==> src/rtl/pilha_hw_if.sv <==
// pilha_hw_if: push/pop strobes, write word and stack status between the control unit and the stack.
// The master is the control unit; the slave is the stack itself.
interface pilha_hw_if #(
  parameter int LARGURA = 32,
  parameter int PONT_W  = 4
);
  logic               push;
  logic               pop;
  logic [LARGURA-1:0] dado_in;
  logic [LARGURA-1:0] topo;
  logic               vazia;
  logic               cheia;
  logic [PONT_W:0]    ocupacao;
  logic               erro_overflow;
  logic               erro_underflow;

  modport master (
    output push, pop, dado_in,
    input  topo, vazia, cheia, ocupacao, erro_overflow, erro_underflow
  );

  modport slave (
    input  push, pop, dado_in,
    output topo, vazia, cheia, ocupacao, erro_overflow, erro_underflow
  );
endinterface

==> src/rtl/pilha_hw.sv <==
// pilha_hw: LIFO return/data stack with sticky overflow/underflow flags.
// Latency: topo is a zero-cycle combinational read; push/pop take effect on the next posedge.
// Backpressure: none; push while full is dropped (or overwrites the oldest entry with PILHA_CIRCULAR_EN).
module pilha_hw #(
  parameter int LARGURA      = 32,
  parameter int PROFUNDIDADE = 16,
  parameter int PONT_W       = 4
) (
  input  logic       clk,
  input  logic       reset,
  pilha_hw_if.slave  bus
);

  logic [LARGURA-1:0] r_mem [PROFUNDIDADE];
  logic [PONT_W:0]    r_sp;
  logic               r_ovf;
  logic               r_unf;

  logic               w_vazia;
  logic               w_cheia;
  logic [PONT_W-1:0]  w_base;
  logic [PONT_W-1:0]  w_idx_topo;
  logic [PONT_W-1:0]  w_idx_livre;
  logic [PONT_W-1:0]  w_idx_wr;
  logic               w_we;

`ifdef PILHA_CIRCULAR_EN
  logic [PONT_W-1:0]  r_base;
  assign w_base = r_base;
`else
  assign w_base = '0;
`endif

  assign w_vazia = (r_sp == '0);
  assign w_cheia = (r_sp == (PONT_W+1)'(PROFUNDIDADE));

  // Physical slots are relative to the ring base; the low sp bits wrap to 0 when full.
  assign w_idx_topo  = w_base + r_sp[PONT_W-1:0] - PONT_W'(1);
  assign w_idx_livre = w_base + r_sp[PONT_W-1:0];

`ifdef PILHA_CIRCULAR_EN
  assign w_we = !reset && bus.push;
`else
  assign w_we = !reset && bus.push && (bus.pop || !w_cheia);
`endif

  assign w_idx_wr = (bus.push && bus.pop && !w_vazia) ? w_idx_topo : w_idx_livre;

  always_ff @(posedge clk) begin
    if (w_we) begin
      r_mem[w_idx_wr] <= bus.dado_in;
    end
  end

  always_ff @(posedge clk) begin
    if (reset) begin
      r_sp  <= '0;
      r_ovf <= 1'b0;
      r_unf <= 1'b0;
`ifdef PILHA_CIRCULAR_EN
      r_base <= '0;
`endif
    end else if (bus.push && bus.pop) begin
      // Simultaneous push/pop replaces the top; on an empty stack it is a plain push.
      if (w_vazia) begin
        r_sp <= r_sp + (PONT_W+1)'(1);
      end
    end else if (bus.push) begin
      if (!w_cheia) begin
        r_sp <= r_sp + (PONT_W+1)'(1);
      end else begin
        r_ovf <= 1'b1;
`ifdef PILHA_CIRCULAR_EN
        r_base <= r_base + PONT_W'(1);
`endif
      end
    end else if (bus.pop) begin
      if (!w_vazia) begin
        r_sp <= r_sp - (PONT_W+1)'(1);
      end else begin
        r_unf <= 1'b1;
      end
    end
  end

  assign bus.topo           = w_vazia ? '0 : r_mem[w_idx_topo];
  assign bus.vazia          = w_vazia;
  assign bus.cheia          = w_cheia;
  assign bus.ocupacao       = r_sp;
  assign bus.erro_overflow  = r_ovf;
  assign bus.erro_underflow = r_unf;

endmodule

==> src/flat_wrapper.sv <==
// flat-port wrapper written by rule: the top's interface ports become plain ports
module pilha_hw_flat 
#(
  parameter int LARGURA      = 32,
  parameter int PROFUNDIDADE = 16,
  parameter int PONT_W       = 4
)
  (clk, reset, bus_push, bus_pop, bus_dado_in, bus_topo, bus_vazia, bus_cheia, bus_ocupacao, bus_erro_overflow, bus_erro_underflow);
  pilha_hw_if #(.LARGURA(LARGURA), .PONT_W(PONT_W)) bus_i ();
  input  logic clk;
  input  logic reset;
  input wire logic [$bits(bus_i.push)-1:0] bus_push;
  input wire logic [$bits(bus_i.pop)-1:0] bus_pop;
  input wire logic [$bits(bus_i.dado_in)-1:0] bus_dado_in;
  output wire logic [$bits(bus_i.topo)-1:0] bus_topo;
  output wire logic [$bits(bus_i.vazia)-1:0] bus_vazia;
  output wire logic [$bits(bus_i.cheia)-1:0] bus_cheia;
  output wire logic [$bits(bus_i.ocupacao)-1:0] bus_ocupacao;
  output wire logic [$bits(bus_i.erro_overflow)-1:0] bus_erro_overflow;
  output wire logic [$bits(bus_i.erro_underflow)-1:0] bus_erro_underflow;
  assign bus_i.push = bus_push;
  assign bus_i.pop = bus_pop;
  assign bus_i.dado_in = bus_dado_in;
  assign bus_topo = bus_i.topo;
  assign bus_vazia = bus_i.vazia;
  assign bus_cheia = bus_i.cheia;
  assign bus_ocupacao = bus_i.ocupacao;
  assign bus_erro_overflow = bus_i.erro_overflow;
  assign bus_erro_underflow = bus_i.erro_underflow;
  pilha_hw #(.LARGURA(LARGURA), .PROFUNDIDADE(PROFUNDIDADE), .PONT_W(PONT_W)) u_core (.clk(clk), .reset(reset), .bus(bus_i));
endmodule
==> config.mk <==
export PLATFORM = sky130hd
export DESIGN_NAME = pilha_hw_flat
export DESIGN_NICKNAME = d
export VERILOG_FILES = /design/src/rtl/pilha_hw_if.sv /design/src/rtl/pilha_hw.sv /design/src/flat_wrapper.sv
export SDC_FILE = /design/constraint.sdc
export NUM_CORES = 1
export LEC_CHECK = 0
export ABC_AREA = 1
export ABC_CLOCK_PERIOD_IN_PS = 4400
export BUFFER_PORTS_ARGS = -buffer_cell sky130_fd_sc_hd__buf_2
export CAP_MARGIN = 10
export CORE_ASPECT_RATIO = 0.7
export CORE_MARGIN = 2
export CORE_UTILIZATION = 45
export DETAILED_ROUTE_END_ITERATION = 16
export SETUP_SLACK_MARGIN = 0.5
export SYNTH_ARGS = -nofsm -noshare
export SYNTH_HDL_FRONTEND = slang
export SYNTH_SLANG_ARGS = --single-unit
==> constraint.sdc <==
create_clock -name clk -period 4.4 [get_ports clk]
set_input_delay 0.88 -clock clk [delete_from_list [all_inputs] [get_ports clk]]
set_output_delay 0.88 -clock clk [all_outputs]
set_load 0.005 [all_outputs]
==> results by stage, run 1 <==
Synth:
- The fraction of the mapped netlist area in compound gates is 0.02543.
- The cell count after synthesis came out at 1789.
- The number of different library cells in the post-synthesis netlist is 29.
- Of the total synthesized cell area, the portion taken by AND, OR, NAND and NOR gates is 0.2074.
- The post-synthesis instance area is 21160 um2.
- Of all flip-flops after synthesis, the portion carrying an async set or reset was 0.
- Of the total synthesized cell area, the portion taken by full adders, half adders and majority gates is 0.001774.
- The sequential cell area fraction in the yosys report is 0.7332.
- The warning count from the yosys run is 0.
- Of the total synthesized cell area, the portion taken by XOR and XNOR cells is 0.003016.
- When the netlist entered floorplanning its net count stood at 1828.
- The synthesized design contains 519 register bits.
- Among all flip-flop cells after synthesis, the most frequent one is sky130_fd_sc_hd__edfxtp_1.
- Yosys mapped a number of flops with a built-in enable equal to 512.
- A synthesized cell averages 11.83 um2.
- After synthesis, the largest family of logic cells by area is simple AND/OR/NAND/NOR gates.
- The multiplexer share of the synthesized area is 0.

Min path:
- The terminating pin of the worst hold path is u_core.bus.erro_overflow$_SDFFE_PP0P_.
- In this run the worst hold path is classified as reg -> reg.
- The hold path depth is 2.
- The startpoint of the most critical hold path is u_core.bus.erro_overflow$_SDFFE_PP0P_.

STA:
- Dividing the final minimum period by the clock period gives 0.8536.
- Adding up every negative setup slack in the final design gives 0 ps.
- The post-layout minimum cycle time is 3756 ps.
- For the final database, setup skew stands at 20.29 ps.
- The number of hold violations in the final report came to 0.
- The worst-case headroom to the max-slew limit is 0.4442.
- The actual transition at the worst max-transition pin is 831.7 ps.
- The final max-slew violation count is 0.
- Setup violations remaining at the end of the flow were counted as 0.
- Setup repair after global routing left no endpoint under its margin.
- The highest clock rate is 266.3 MHz.

Global routing:
- The number of antenna violations at the first check in global routing is 0.
- The number of global-route vias before repair came to 12850.
- In the global route stage, overall resource usage came out at 0.2201.
- After global routing the overflow that remains totals 0.
- The first-pass GRT wire length is 81200 um.
- The largest net degree at the start of global routing is 161.

Routing:
- Detailed routing placed a total of 3404 um of wire on met3.
- The sum of met2 wire segment lengths after detailed routing is 24140 um.
- Dividing the detail-routed via count by the number of cells gives 5.489.
- In the final routed layout, each cell accounts on average for 21.50 um.
- The count of nets left with antenna violations once routing finished came out at 0.
- The violation count after the first detailed-route iteration is 1574.
- The highest metal layer carrying signal wires in the routed design is met4.
- Before antenna repair, the detailed router went through 5 iterations.
- The final routed DRC violation total is 0.
- Wires add up to 53850 um.
- The routed layout has 13750 vias.
- The routed length on met1 is 25740 um.

Floorplan:
- The total die area is 48800 um2.
- The initial utilization of the core area, before any placement, comes to 0.4559.
- The count of standard-cell rows is 66.
- 77 I/O pins were placed.
- The chip height is 185.4 um.
- From left edge to right edge, the die measures 263.2 um.
- In this run the standard cell core region covers 46410 um2.

Clocking:
- In this run the number of H-tree levels came out at 2.
- The worst-skew pair later-pin latency is 580 ps.
- In this run the deepest clock path goes through 3 buffers.
- The clock slew at the register clock pins of the worst setup and hold paths is 60 ps.
- The CTS tree is built.
- The clock drives 519 sinks.
- The CTS buffer count is 51.
- In this run the clock root is driven by a sky130_fd_sc_hd__clkbuf_16.

Job:
- Max-cap violations in this run came to 0.

Critical path:
- The source of the worst register-to-register timing path is u_core.bus.ocupacao[0]$_SDFFE_PP0P_.
- The type of the worst setup path is reg -> out.
- Along the worst path, the maximum fanout reaches 64.
- The data arrival time of the critical path is 2880 ps.
- The startpoint kind of the worst setup timing path is a register.
- For the worst setup path, the data required time is 3520 ps.
- STA classifies the critical path endpoint as an output port.
- The terminus of the critical flop-to-flop path is u_core.r_mem[1][17]$_DFFE_PP_.
- Measured in cells, the most critical reg-to-reg path has a length of 9.
- The worst reg-to-reg setup slack is 1040 ps.

Place:
- The routability congestion estimate from global placement is 0.7482.
- Once detailed placement completed, the half-perimeter wirelength came to 27400 um.
- The count of input and output buffers is 76.

Power:
- The worst-case IR drop observed on VDD is 0.0004586 V.
- The total power density per cell area is 613.6 nW/um2.
- The leakage power total is 8.686 nW.

Final layout:
- The number of antenna diodes in the final layout is 0.
- The area growth from synthesis to layout is 13.91%.
- The share of post-route cells with drive strength above 1 is 0.1247.
- The final cell utilization of the core is 0.5194.
- The net total in the final layout is 1890.

Outcome:
- The flow ran to the end, and the final reports show no timing, DRC or antenna violations.
## state kept, by name (all words and copies together) (netlist names)
| signal | cells |
|---|---|
| u_core.bus.erro_underflow | 1 |
| u_core.r_mem | 512 |
| u_core.bus.erro_overflow | 1 |
| u_core.bus.ocupacao | 5 |
## metrics by stage
stage / worst slack, ps / power, mW / hold WS [ps] / instance area, um2 / cells
final: 644.3 / 14.79 / 457.9 / 24100 / 2505
after detailed placement: 729.1 / 10.48 / 459.9 / 22340 / 2404
after global routing: 510.6 / 15.60 / 495.1 / 24100 / 2505
after global placement: 719.3 / 10.45 / 434.3 / 22340 / 2404
after floorplan: 653.1 / 8.764 / 440.5 / 21160 / 1789
after CTS: 497.6 / 14.75 / 467.5 / 24030 / 2502
## worst max-delay path: stages, from the launching register on
cell and delay (ps):
sky130_fd_sc_hd__dfxtp_4 380, sky130_fd_sc_hd__inv_16 200, sky130_fd_sc_hd__buf_8 320, sky130_fd_sc_hd__nand3_1 170
sky130_fd_sc_hd__nand2_4 340, sky130_fd_sc_hd__buf_4 370, sky130_fd_sc_hd__nand2_1 100, sky130_fd_sc_hd__a21oi_1 170
sky130_fd_sc_hd__nor2_1 90, sky130_fd_sc_hd__buf_2 130
## synthesized netlist by cell type (2+ instances only)
library cell,n,share of area
sky130_fd_sc_hd__a21oi_1,98,0.023
sky130_fd_sc_hd__ha_1,3,0.0018
sky130_fd_sc_hd__inv_1,18,0.0032
sky130_fd_sc_hd__buf_1,7,0.0012
sky130_fd_sc_hd__nand2_2,4,0.0012
sky130_fd_sc_hd__dfxtp_1,7,0.0066
sky130_fd_sc_hd__nor2_1,60,0.011
sky130_fd_sc_hd__buf_4,5,0.0018
sky130_fd_sc_hd__nand4_1,3,0.00089
sky130_fd_sc_hd__nand3_1,360,0.085
sky130_fd_sc_hd__inv_2,2,0.00035
sky130_fd_sc_hd__o21ai_1,2,0.00047
sky130_fd_sc_hd__buf_2,63,0.015
sky130_fd_sc_hd__nand2_1,592,0.11
sky130_fd_sc_hd__edfxtp_1,512,0.73
sky130_fd_sc_hd__o21ai_2,3,0.0012
sky130_fd_sc_hd__xor2_4,2,0.0026
sky130_fd_sc_hd__clkbuf_1,34,0.0060
sky130_fd_sc_hd__nand3_2,4,0.0019
## logic make-up (layout without fill, tap and decap cells)
| family | Yosys count | count (layout) |
|---|---|---|
| fa+ha+maj | 3 | 3 |
| buf+inv | 132 | 234 |
| compound gates | 105 | 105 |
| xor+xnor | 3 | 3 |
| flops | 519 | 519 |
| simple gates | 1027 | 1029 |
## cells in the final DEF (no fill, tap or decap), drive strengths merged, types with 2 or more instances in the layout
| master | Yosys | routed |
|---|---|---|
| clkbuf | 34 | 68 |
| clkinvlp | 0 | 2 |
| nand4 | 3 | 3 |
| xor2 | 3 | 3 |
| bufinv | 0 | 3 |
| nor2 | 62 | 62 |
| clkinv | 1 | 22 |
| inv | 20 | 22 |
| ha | 3 | 3 |
| dfxtp | 7 | 7 |
| nand2 | 597 | 599 |
| o21ai | 6 | 6 |
| edfxtp | 512 | 512 |
| a21oi | 98 | 98 |
| buf | 77 | 117 |
| nand3 | 365 | 365 |
## where the power goes
group,switching (mW),internal [mW],leakage [nW]
Sequential,0.0661,5.61,4.67
Clock,1.83,2.35,0.774
Combinational,3.42,1.52,3.24
## worst max path at each step
stage / from / to / slack, ps
after floorplan: u_core.bus.ocupacao[0]$_SDFFE_PP0P_ / u_core.r_mem[14][0]$_DFFE_PP_ / 650
after detailed placement: u_core.bus.ocupacao[0]$_SDFFE_PP0P_ / bus_topo[14] / 730
after global placement: u_core.bus.ocupacao[0]$_SDFFE_PP0P_ / bus_topo[14] / 720
final: u_core.bus.ocupacao[0]$_SDFFE_PP0P_ / bus_topo[9] / 640
after global routing: u_core.bus.ocupacao[0]$_SDFFE_PP0P_ / bus_topo[9] / 510
after CTS: u_core.bus.ocupacao[1]$_SDFFE_PP0P_ / bus_topo[24] / 500
## final cells by class
type / count / area, um2
Clock buffer: 67 / 1358
Clock inverter: 28 / 224.0
Fill cell: 4053 / 22310
Inverter: 21 / 102.6
Multi-Input combinational cell: 1140 / 5226
Sequential cell: 519 / 15520
Tap cell: 612 / 765.7
Timing Repair Buffer: 118 / 907.1
## per-layer routing
layer | up-vias | track usage
met5 | - | 0
met1 | 6837 | 0.3385
met4 | 0 | 0.03840
met3 | 47 | 0.03124
li1 | 6445 | -
met2 | 422 | 0.3371
## repair_timing
action | 4_1_cts | 5_1_grt
gates cloned | 3 | 1
hold buffers | 0 | 0
buffers inserted | 0 | 2
endpoints found under the setup margin | 32 | 32
gates resized for setup | 13 | 11
pin swaps | 1 | 1
No activity file was read; power rests on OpenSTA's default activity.
==> run 2: changes to the inputs <==
--- a/config.mk
+++ b/config.mk
@@ -6,13 +6,13 @@
 export NUM_CORES = 1
 export LEC_CHECK = 0
 export ABC_AREA = 1
-export ABC_CLOCK_PERIOD_IN_PS = 4400
-export BUFFER_PORTS_ARGS = -buffer_cell sky130_fd_sc_hd__buf_2
+export ABC_CLOCK_PERIOD_IN_PS = 3200
 export CAP_MARGIN = 10
 export CORE_ASPECT_RATIO = 0.7
 export CORE_MARGIN = 2
 export CORE_UTILIZATION = 45
 export DETAILED_ROUTE_END_ITERATION = 16
+export DONT_BUFFER_PORTS = 1
 export SETUP_SLACK_MARGIN = 0.5
 export SYNTH_ARGS = -nofsm -noshare
 export SYNTH_HDL_FRONTEND = slang
==> constraint.sdc (replaced) <==
create_clock -name clk -period 3.2 [get_ports clk]
set_input_delay 0.64 -clock clk [delete_from_list [all_inputs] [get_ports clk]]
set_output_delay 0.64 -clock clk [all_outputs]
set_load 0.005 [all_outputs]
==> run 2 against run 1 <==
Net effect: first-iteration DRC count increased by 11%; count of clock-buffer cells in the layout decreased by 12; register-to-register slack got worse by 430 ps; worst setup slack got worse by 400 ps; non-clock buffer count decreased by 21; largest cell class unchanged; critical path depth unchanged; combinational power increased by 85%; hold slack got worse by 330 ps; final area increased by 5.5%.
==> results by stage, run 2 (synthesis results as in run 1) <==
Job:
- The count of max-cap constraint violations is 0 (unchanged).

Place:
- The count of input and output buffers is 0 (was 76).
- The post-DP HPWL was 27030 um (was 27400 um).
- The routability congestion estimate from global placement was 0.7760 (was 0.7482).

Power:
- The total power density per cell area came to 903.4 nW/um2 (was 613.6 nW/um2).
- The leakage power total came to 9.034 nW (was 8.686 nW).
- The net switching power of the design is 8.357 mW (was 5.307 mW).
- The power share of the sequential group is 0.340 (was 0.384).
- The worst ir drop on vdd was 0.0006016 V (was 0.0004586 V).
- The post-layout total power came to 22.98 mW (was 14.79 mW).
- The switching portion of total power is 0.3637 (was 0.3589).
- The cell-internal power is 14.62 mW (was 9.482 mW).
- The power share of the clock group is 0.262 (was 0.282).
- The combinational share of power was 0.398 (was 0.333).

Floorplan:
- The die boundary width is 263.2 um (unchanged).
- The count of standard-cell rows is 66 (unchanged).
- The chip height was 185.4 um (unchanged).
- The starting utilization of the core area is 0.4559 (unchanged).
- The floorplan core area is 46410 um2 (unchanged).
- The total die area came to 48800 um2 (unchanged).
- The I/O pin count is 77 (unchanged).

STA:
- After layout, the minimum clock period comes to 2955 ps.
- The smallest hold slack is 129.6 ps (was 457.9 ps).
- The final setup violation count is 0 (unchanged).
- RSZ-0062 raised after global routing: true (was false).
- The final-layout setup total negative slack is 0 ps (unchanged).
- The post-route clock period utilization is 0.9233.
- The final max-slew violation count is 0 (unchanged).
- The actual transition at the worst max-transition pin is 685.0 ps (was 831.7 ps).
- The worst-case headroom to the max-slew limit came to 0.5433 (was 0.4442).
- The number of hold violations in the final report is 0 (unchanged).
- The setup clock skew after layout is 41.18 ps (was 20.29 ps).
- The highest clock rate is 338.5 MHz.

Global routing:
- The largest net degree at the start of global routing is 90 (was 161).
- The first-pass GRT wire length was 84660 um (was 81200 um).
- The total global routing overflow is 0 (unchanged).
- The number of global-route vias before repair is 12980 (was 12850).
- The number of antenna violations at the first check in global routing was 0 (unchanged).
- The overall global routing resource usage came to 0.2319 (was 0.2201).

Critical path:
- The data arrival time of the critical path is 2310 ps (was 2880 ps).
- The startpoint kind of the worst setup timing path was a register (unchanged).
- The number of buffer and inverter instances along the worst setup path is 3 (was 4).
- List of cells traversed by the critical path: inv_4, ha_4, clkinv_8, buf_12, nand3_1, nand3_1, nand3_2, nand2_1, nor2_2 (was inv_16, buf_8, nand3_1, nand2_4, buf_4, nand2_1, a21oi_1, nor2_1, buf_2).
- The highest fanout seen on the critical path is 25 (was 64).
- The maximum cell stage delay along the critical path is 410 ps (was 380 ps).
- The data required time at the worst endpoint is 2560 ps (was 3520 ps).
- The type of the worst setup path is reg -> out (unchanged).
- The cell family contributing the most delay on the critical path is simple AND/OR/NAND/NOR gates (was buffers and inverters).
- The sort of element at the end of the critical path is an output port (unchanged).
- The most numerous cell type found on the critical path is sky130_fd_sc_hd__nand3_1.
- The master of the slowest instance on the critical path was sky130_fd_sc_hd__dfxtp_4 (unchanged).

Routing:
- The number of iterations in the first detailed-routing pass was 5 (unchanged).
- The remaining antenna violation count after routing is 0 (unchanged).
- The total routed wirelength was 58050 um (was 53850 um).
- The average wire length per cell after detail routing was 23.45 um (was 21.50 um).
- The final routed DRC violation total is 0 (unchanged).
- The total vias in the final route is 14070 (was 13750).
- The violation count after the first detailed-route iteration is 1748 (was 1574).
- The vias per cell was 5.685 (was 5.489).

Clocking:
- The clock slew at the register clock pins of the worst setup and hold paths is 70 ps (was 60 ps).
- The number of sinks driven by the clock tree was 519 (unchanged).
- The CTS tree is built (unchanged).
- The number of buffers on the longest clock path is 3 (unchanged).
- The number of hold buffers added after CTS is 0 (unchanged).
- The H-tree depth is 2 (unchanged).
- The CTS buffer count is 49 (was 51).
- The root buffer cell is sky130_fd_sc_hd__clkbuf_16 (unchanged).
- The worst-skew pair later-pin latency is 600 ps (was 580 ps).

Final layout:
- The layout-stage area growth over the synthesis result came to 20.20% (was 13.91%).
- The total of fill cells in the finished design is 3764 (was 4053).
- Highest-count cells in the layout ignoring fill and taps: sky130_fd_sc_hd__nand2_1, sky130_fd_sc_hd__edfxtp_1, sky130_fd_sc_hd__nand3_1 (unchanged).
- The register bank with the most flops is u_core.r_mem (unchanged).
- The share of post-route cells with drive strength above 1 came to 0.1675 (was 0.1247).
- The net total in the final layout is 1865 (was 1890).
- The number of flip-flops in the largest register is 512 (unchanged).
- The most common cell after layout, fill and taps aside was sky130_fd_sc_hd__nand2_1 (unchanged).
- The final cell utilization of the core was 0.5480 (was 0.5194).
- The number of inserted diodes was 0 (unchanged).

Min path:
- The worst hold-check path type is in -> reg (was reg -> reg).

Outcome:
- Run status: complete, no violations (unchanged).
## run 2: cell types whose count changed in the layout (fill, tap and decap cells not counted), moves of 15 or more
cell and change:
sky130_fd_sc_hd__buf_12 +18, sky130_fd_sc_hd__nor2_2 +22, sky130_fd_sc_hd__nand3_1 -21, sky130_fd_sc_hd__buf_16 +20, sky130_fd_sc_hd__a21oi_1 -31, sky130_fd_sc_hd__nand3_2 +15
sky130_fd_sc_hd__buf_2 -76, sky130_fd_sc_hd__a21oi_2 +30, sky130_fd_sc_hd__nor2_1 -30
## run 2: worst paths after layout
kind | depth (start not counted) | from | endpoint | slack [ps]
hold reg to reg | 2 | u_core.bus.erro_overflow$_SDFFE_PP0P_ | u_core.bus.erro_overflow$_SDFFE_PP0P_ | 470
setup reg to reg | 9 | u_core.bus.ocupacao[0]$_SDFFE_PP0P_ | u_core.r_mem[5][25]$_DFFE_PP_ | 610
setup / recovery | 9 | u_core.bus.ocupacao[1]$_SDFFE_PP0P_ | bus_topo[27] | 250
hold / removal | 0 | bus_dado_in[30] | u_core.r_mem[10][30]$_DFFE_PP_ | 130
## run 2: final cells by class
type,count,area (um2),area share
well taps,612,765.7,0.03011
repair buffers,97,1692,0.06651
multi-input cells,1138,5695,0.2239
clock buffers,55,1249,0.04909
clock inverters,33,402.9,0.01584
inverters,21,103.9,0.004083
flip-flops and latches,519,15530,0.6104
## run 2: per-layer routing
| layer | vias to the layer above | GRT usage | routed length (um) |
|---|---|---|---|
| met5 | - | 0 | 0 |
| met1 | 7002 | 0.3493 | 26430 |
| li1 | 6396 | - | - |
| met4 | 0 | 0.04869 | 750 |
| met3 | 61 | 0.05278 | 5284 |
| met2 | 611 | 0.3444 | 25580 |
## run 2: power groups by stage
stage | Clock, mW | Combinational (mW) | Sequential, mW
after floorplan | 0 | 4.31 | 7.92
after global placement | 0 | 6.23 | 7.95
after detailed placement | 0 | 6.26 | 7.95
after CTS | 6.08 | 8.31 | 7.82
after global routing | 6.34 | 9.78 | 7.83
final | 6.02 | 9.14 | 7.81
## run 2: stage by stage
| step | area, um2 | setup slack, ps | std cells |
|---|---|---|---|
| 6_report | 25430 | 245.5 | 2475 |
| 5_1_grt | 25430 | 163.4 | 2475 |
| 4_1_cts | 25020 | 248.5 | 2463 |
| 3_5_place_dp | 22290 | 455.8 | 2339 |
| 3_3_place_gp | 22290 | 523.0 | 2339 |
| 2_1_floorplan | 21410 | 510.2 | 1789 |
## run 2: repair_timing
item | in CTS | in global routing
resized for setup | 108 | 48
setup endpoints to repair | 48 | 67
endpoints found under the hold margin | 0 | 0
setup buffers | 19 | 4
pin swaps | 26 | 12
cloned | 17 | 8
